**src/rtl/mem_xfer_unit.sv**
```systemverilog
// Multi-beat memory transfer sequencer: one req/done handshake per operand, little-endian
// beats with address auto-increment and a fixed number of wait states per beat.
module mem_xfer_unit #(
  parameter int ADDR_W      = 16,
  parameter int DATA_W      = 8,
  parameter int MAX_BEATS   = 2,
  parameter int WAIT_STATES = 0,
  parameter int LEN_W       = $clog2(MAX_BEATS) + 1
) (
  input  logic                          i_clk,
  input  logic                          i_rst,
  input  logic                          i_req,
  input  logic                          i_we,
  input  logic [ADDR_W-1:0]             i_addr,
  input  logic [LEN_W-1:0]              i_len,
  input  logic [MAX_BEATS*DATA_W-1:0]   i_wdata,
  output logic                          o_busy,
  output logic                          o_done,
  output logic                          o_err,
  output logic [MAX_BEATS*DATA_W-1:0]   o_rdata,
  output logic [ADDR_W-1:0]             o_mem_addr,
  output logic [DATA_W-1:0]             o_mem_wdata,
  output logic                          o_mem_re,
  output logic                          o_mem_we,
  input  logic [DATA_W-1:0]             i_mem_rdata
);

  localparam int WCNT_W = (WAIT_STATES > 0) ? $clog2(WAIT_STATES + 1) : 1;
  localparam logic [WCNT_W-1:0] WCNT_LAST = WCNT_W'(WAIT_STATES);
  localparam logic [LEN_W-1:0]  MAX_LEN   = LEN_W'(MAX_BEATS);

  typedef enum logic [1:0] {
    S_IDLE,
    S_ACCESS,
    S_DONE
  } state_t;

  state_t                        r_state;
  state_t                        w_nextState;
  logic                          r_we;
  logic                          r_err;
  logic [ADDR_W-1:0]             r_addr;
  logic [LEN_W-1:0]              r_lenEff;
  logic [LEN_W-1:0]              r_beat;
  logic [WCNT_W-1:0]             r_wcnt;
  logic [MAX_BEATS*DATA_W-1:0]   r_wdata;
  logic [MAX_BEATS*DATA_W-1:0]   r_rdata;

  logic                          w_lenIllegal;
  logic                          w_beatLast;
  logic                          w_moreBeats;
  logic [DATA_W-1:0]             w_beatData;

  // An illegal length still performs one beat so the bus sees a normal transaction.
  assign w_lenIllegal = (i_len == '0) || (i_len > MAX_LEN);
  assign w_beatLast   = (r_wcnt == WCNT_LAST);
  assign w_moreBeats  = (r_beat + LEN_W'(1)) < r_lenEff;
  assign o_rdata      = r_rdata;

  always_ff @(posedge i_clk or posedge i_rst) begin
    if (i_rst) begin
      r_state <= S_IDLE;
    end else begin
      r_state <= w_nextState;
    end
  end

  always_comb begin
    w_nextState = r_state;
    o_busy      = 1'b0;
    o_done      = 1'b0;
    o_err       = 1'b0;
    o_mem_re    = 1'b0;
    o_mem_we    = 1'b0;
    case (r_state)
      S_IDLE: begin
        if (i_req) begin
          w_nextState = S_ACCESS;
        end
      end
      S_ACCESS: begin
        o_busy   = 1'b1;
        o_mem_re = !r_we;
        o_mem_we = r_we;
        if (w_beatLast && !w_moreBeats) begin
          w_nextState = S_DONE;
        end
      end
      S_DONE: begin
        o_busy      = 1'b1;
        o_done      = 1'b1;
        o_err       = r_err;
        w_nextState = S_IDLE;
      end
      default: begin
        w_nextState = S_IDLE;
      end
    endcase
  end

  always_comb begin
    w_beatData = '0;
    for (int i = 0; i < MAX_BEATS; i++) begin
      if (r_beat == LEN_W'(i)) begin
        w_beatData = r_wdata[i*DATA_W +: DATA_W];
      end
    end
  end

  // Bus address/data are forced to zero outside ACCESS so reset clears them immediately.
  always_comb begin
    o_mem_addr  = '0;
    o_mem_wdata = '0;
    if (r_state == S_ACCESS) begin
      o_mem_addr  = r_addr + ADDR_W'(r_beat);
      o_mem_wdata = w_beatData;
    end
  end

  always_ff @(posedge i_clk or posedge i_rst) begin
    if (i_rst) begin
      r_we     <= 1'b0;
      r_err    <= 1'b0;
      r_addr   <= '0;
      r_lenEff <= '0;
      r_beat   <= '0;
      r_wcnt   <= '0;
      r_wdata  <= '0;
      r_rdata  <= '0;
    end else begin
      case (r_state)
        S_IDLE: begin
          if (i_req) begin
            r_we     <= i_we;
            r_addr   <= i_addr;
            r_wdata  <= i_wdata;
            r_err    <= w_lenIllegal;
            r_lenEff <= w_lenIllegal ? LEN_W'(1) : i_len;
            r_beat   <= '0;
            r_wcnt   <= '0;
            if (!i_we) begin
              r_rdata <= '0;
            end
          end
        end
        S_ACCESS: begin
          if (!w_beatLast) begin
            r_wcnt <= r_wcnt + WCNT_W'(1);
          end else begin
            if (!r_we) begin
              for (int i = 0; i < MAX_BEATS; i++) begin
                if (r_beat == LEN_W'(i)) begin
                  r_rdata[i*DATA_W +: DATA_W] <= i_mem_rdata;
                end
              end
            end
            if (w_moreBeats) begin
              r_beat <= r_beat + LEN_W'(1);
              r_wcnt <= '0;
            end
          end
        end
        default: begin
        end
      endcase
    end
  end

endmodule

```
**config.mk**
```make
export PLATFORM = sky130hd
export DESIGN_NAME = mem_xfer_unit
export DESIGN_NICKNAME = d
export VERILOG_FILES = /design/src/rtl/mem_xfer_unit.sv
export SDC_FILE = /design/constraint.sdc
export NUM_CORES = 1
export LEC_CHECK = 0
export ABC_AREA = 1
export CORE_MARGIN = 10
export CORE_UTILIZATION = 37
export DETAILED_ROUTE_END_ITERATION = 8
export HOLD_SLACK_MARGIN = 0.15
export PLACE_DENSITY_LB_ADDON = 0.3
export SYNTH_ARGS = -nofsm -noshare
export SYNTH_HDL_FRONTEND = slang
export SYNTH_SLANG_ARGS = --single-unit
export TNS_END_PERCENT = 1
```
**constraint.sdc**
```tcl
create_clock -name i_clk -period 2.2 [get_ports i_clk]
set_clock_uncertainty 0.15 [all_clocks]
set_input_delay 0.44 -clock i_clk [delete_from_list [all_inputs] [get_ports i_clk]]
set_output_delay 0.44 -clock i_clk [all_outputs]
set_load 0.02 [all_outputs]
```
==> run_results.csv <==
group,metric,value,unit
route,wl_per_cell,14.15,um
worst_setup_path,reg2reg_depth,8,
hold_path,min_path_type,"input port to asynchronous set/reset pin",
power_and_ir_drop,peakVddDrop,0.6217,mV
route,vias,2469,
global_routing,grt_pass1_vias,2581,
route,first_pass_iters,4,
power_and_ir_drop,powerDensity,1328,mW/mm2
synthesis,ys_seq_area_share,48.80,%
place,dpl.hpwl,5810,um
global_routing,grt-ovfl-total,0,
synthesis,mappedNetlistNets,378,
synthesis,yosys.area_share.simple,18.39,%
route,drcViolationCount,0,
sta,postLayoutSetupSlackWorst,-0.2314,ns
global_routing,grt_antenna_before_repair,0,
layout,drive_gt1_share,28.97,%
die,dieArea,0.01168,mm2
route,drt-initial-drc-count,79,
synthesis,synthMuxAreaShare,10.59,%
clock_network,cts_tree,"built",
layout,fill_cells,735,
layout,multi_input_area,0.001410,mm2
route,vias_per_cell,4.598,
sta,period_share,110.5,%
sta,worst_pin_slew,0.4778,ns
die,placementRows,32,
layout,layout.nets,491,
sta,rsz0062_at_grt,"yes",
layout,area_delta_synth_final,47.23,%
synthesis,yosysWarnings,0,
run,maxCapViolCount,0,
clock_network,cts_sinks,56,
clock_network,path_clk_slew,0.10,ns
sta,min_period,2.431,ns
synthesis,syn_area_per_cell,8.945,um2
sta,fmax,0.4113,GHz
power_and_ir_drop,power.total,0.005613,W
die,io_pins,91,
route,drt-total-wl,7600,um
sta,slew_violations,0,
die,start_util,37.55,%
global_routing,grtUsageTotal,13.11,%
sta,max_slew_margin,68.03,%
die,dieHeight,108.1,um
global_routing,grt_max_degree,28,
sta,timing.hold.ws,0.3017,ns
layout,design_area,0.004228,mm2
clock_network,cts-htree-levels,2,
layout,antenna_cells,0,
run_status,outcome,"complete, but fails checks",
place,gp_congestion,0.7652,
place,place.port_buffers,90,
global_routing,grt_pass1_wl,12560,um
clock_network,clockBufferDepth,2,
layout,mostFrequentLayoutCells,"nand2_1 (86), clkdlybuf4s50_1 (61), dfrtp_1 (56)",
route,antenna_left,0,
synthesis,synth_top_family_by_area,"simple AND/OR/NAND/NOR gates",
sta,setup_violations,23,
synthesis,netlist_area,0.002872,mm2
power_and_ir_drop,leakage,1.970,nW
worst_setup_path,crit_required,1.61,ns
synthesis,yosys.area_share.xor_xnor,0.3050,%
worst_setup_path,startpoint_type,"flop",
synthesis,synth_seq_cells,56,
clock_network,cts_buffers,5,
clock_network,clock_latency,0.31,ns
synthesis,ys_types,23,
die,die_w,108.1,um
clock_network,root_buffer,"clkbuf_8",
die,coreArea,0.007647,mm2
synthesis,synth_cells,321,
worst_setup_path,rrSetupSlack,0.14,ns
worst_setup_path,endpoint_kind,"primary output",
sta,hold_viol_final,0,
synthesis,synth_adder_area_share,5.054,%
worst_setup_path,crit_type,"flop to primary output",
worst_setup_path,crit_fanout,7,
layout,layout_commonest_cell,"nand2_1",
layout,seq_area,0.001401,mm2
synthesis,synth-compound-area-share,10.37,%
place,placedInstanceArea,0.004061,mm2
run_status,violations,"negative setup slack",
worst_setup_path,critPathArrivalTime,1.84,ns
[final cells by class]
type | instances | share of cell area, %
flip-flops and latches | 56 | 33.15
well taps | 102 | 3.019
clock buffers | 5 | 1.628
repair buffers | 117 | 26.01
clock inverters | 3 | 0.5327
inverters | 26 | 2.308
multi-input cells | 228 | 33.35
[stage by stage]
step                      setup WS [ns]  utilization [%]  TNS [ns]  std cells
after floorplan                 0.01660                -         0        321
after global placement          -0.4205            53.11    -7.163        527
after detailed placement        -0.4474            53.11    -7.530        527
after CTS                       -0.2233            54.76    -3.635        537
after global routing            -0.3570            55.28    -6.241        537
final                           -0.2314            55.28    -3.293        537
[synth_stat cells, drive strengths merged]
master,count,area (um2)
nand2,91,344.1
dfrtp,56,1401
nor2,36,140.1
o21ai,31,181.4
mux2,27,304.0
inv,26,97.59
a21oi,22,110.1
ha,10,125.1
buf,8,77.57
nand3,5,25.02
clkbuf,3,11.26
a31oi,1,6.260
fa,1,20.02
nand3b,1,7.510
nand4,1,6.260
nor3,1,5.000
xnor2,1,8.760
[sequential cells by signal (all words and copies together) (netlist names)]
register,cells
r_state,2
r_lenEff,2
r_beat,2
r_we,1
r_err,1
o_rdata,16
r_wdata,16
r_addr,16
[report_power, final]
| group | switching (W) | internal [W] |
|---|---|---|
| registers | 0.000262 | 0.00147 |
| logic | 0.00184 | 0.00148 |
| clock network | 0.000340 | 0.000229 |
[layer usage]
metal	global-route usage [%]	wire, um	up-vias	part of all wire, %
met5	0	0	-	0
met4	2.863	60	0	0.79
met3	4.224	502	5	6.6
met2	22.80	3888	54	51
met1	15.38	3148	1150	41
li1	-	-	1260	-
[kinds of logic (layout without fill, tap and decap cells)]
kind of cell,Yosys count,in the layout
AND/OR/NAND/NOR,135,135
buffers and inverters,37,151
flip-flops,56,56
XOR/XNOR,1,1
multiplexers,27,27
AO/OA/AOI/OAI,54,54
adder cells (fa/ha/maj),11,11
[critical path: stages, from the launching register on]
cell,delay [ns]
dfrtp_1,0.40
ha_2,0.21
fa_2,0.39
nand2_4,0.11
nor2_4,0.06
nand3_2,0.07
nand2_1,0.05
nand2_1,0.06
nor2_1,0.04
buf_4,0.15
[worst paths after layout]
check                                  to       start
setup / recovery           o_mem_addr[12]   r_beat[0]
hold / removal                 r_wdata[2]       i_rst
setup reg to reg               o_rdata[3]  r_state[1]
hold reg to reg                o_rdata[4]  o_rdata[4]
max in group asynchronous       r_addr[2]       i_rst
min in group i_clk             o_rdata[4]  o_rdata[4]
[repair_timing]
action,CTS,global route
endpoints found under the hold margin,0,0
pin swaps,8,2
hold buffers,0,0
gates resized for setup,153,18
endpoints found under the setup margin,41,27
buffers inserted,2,0
(Power assumes the default switching activity.)
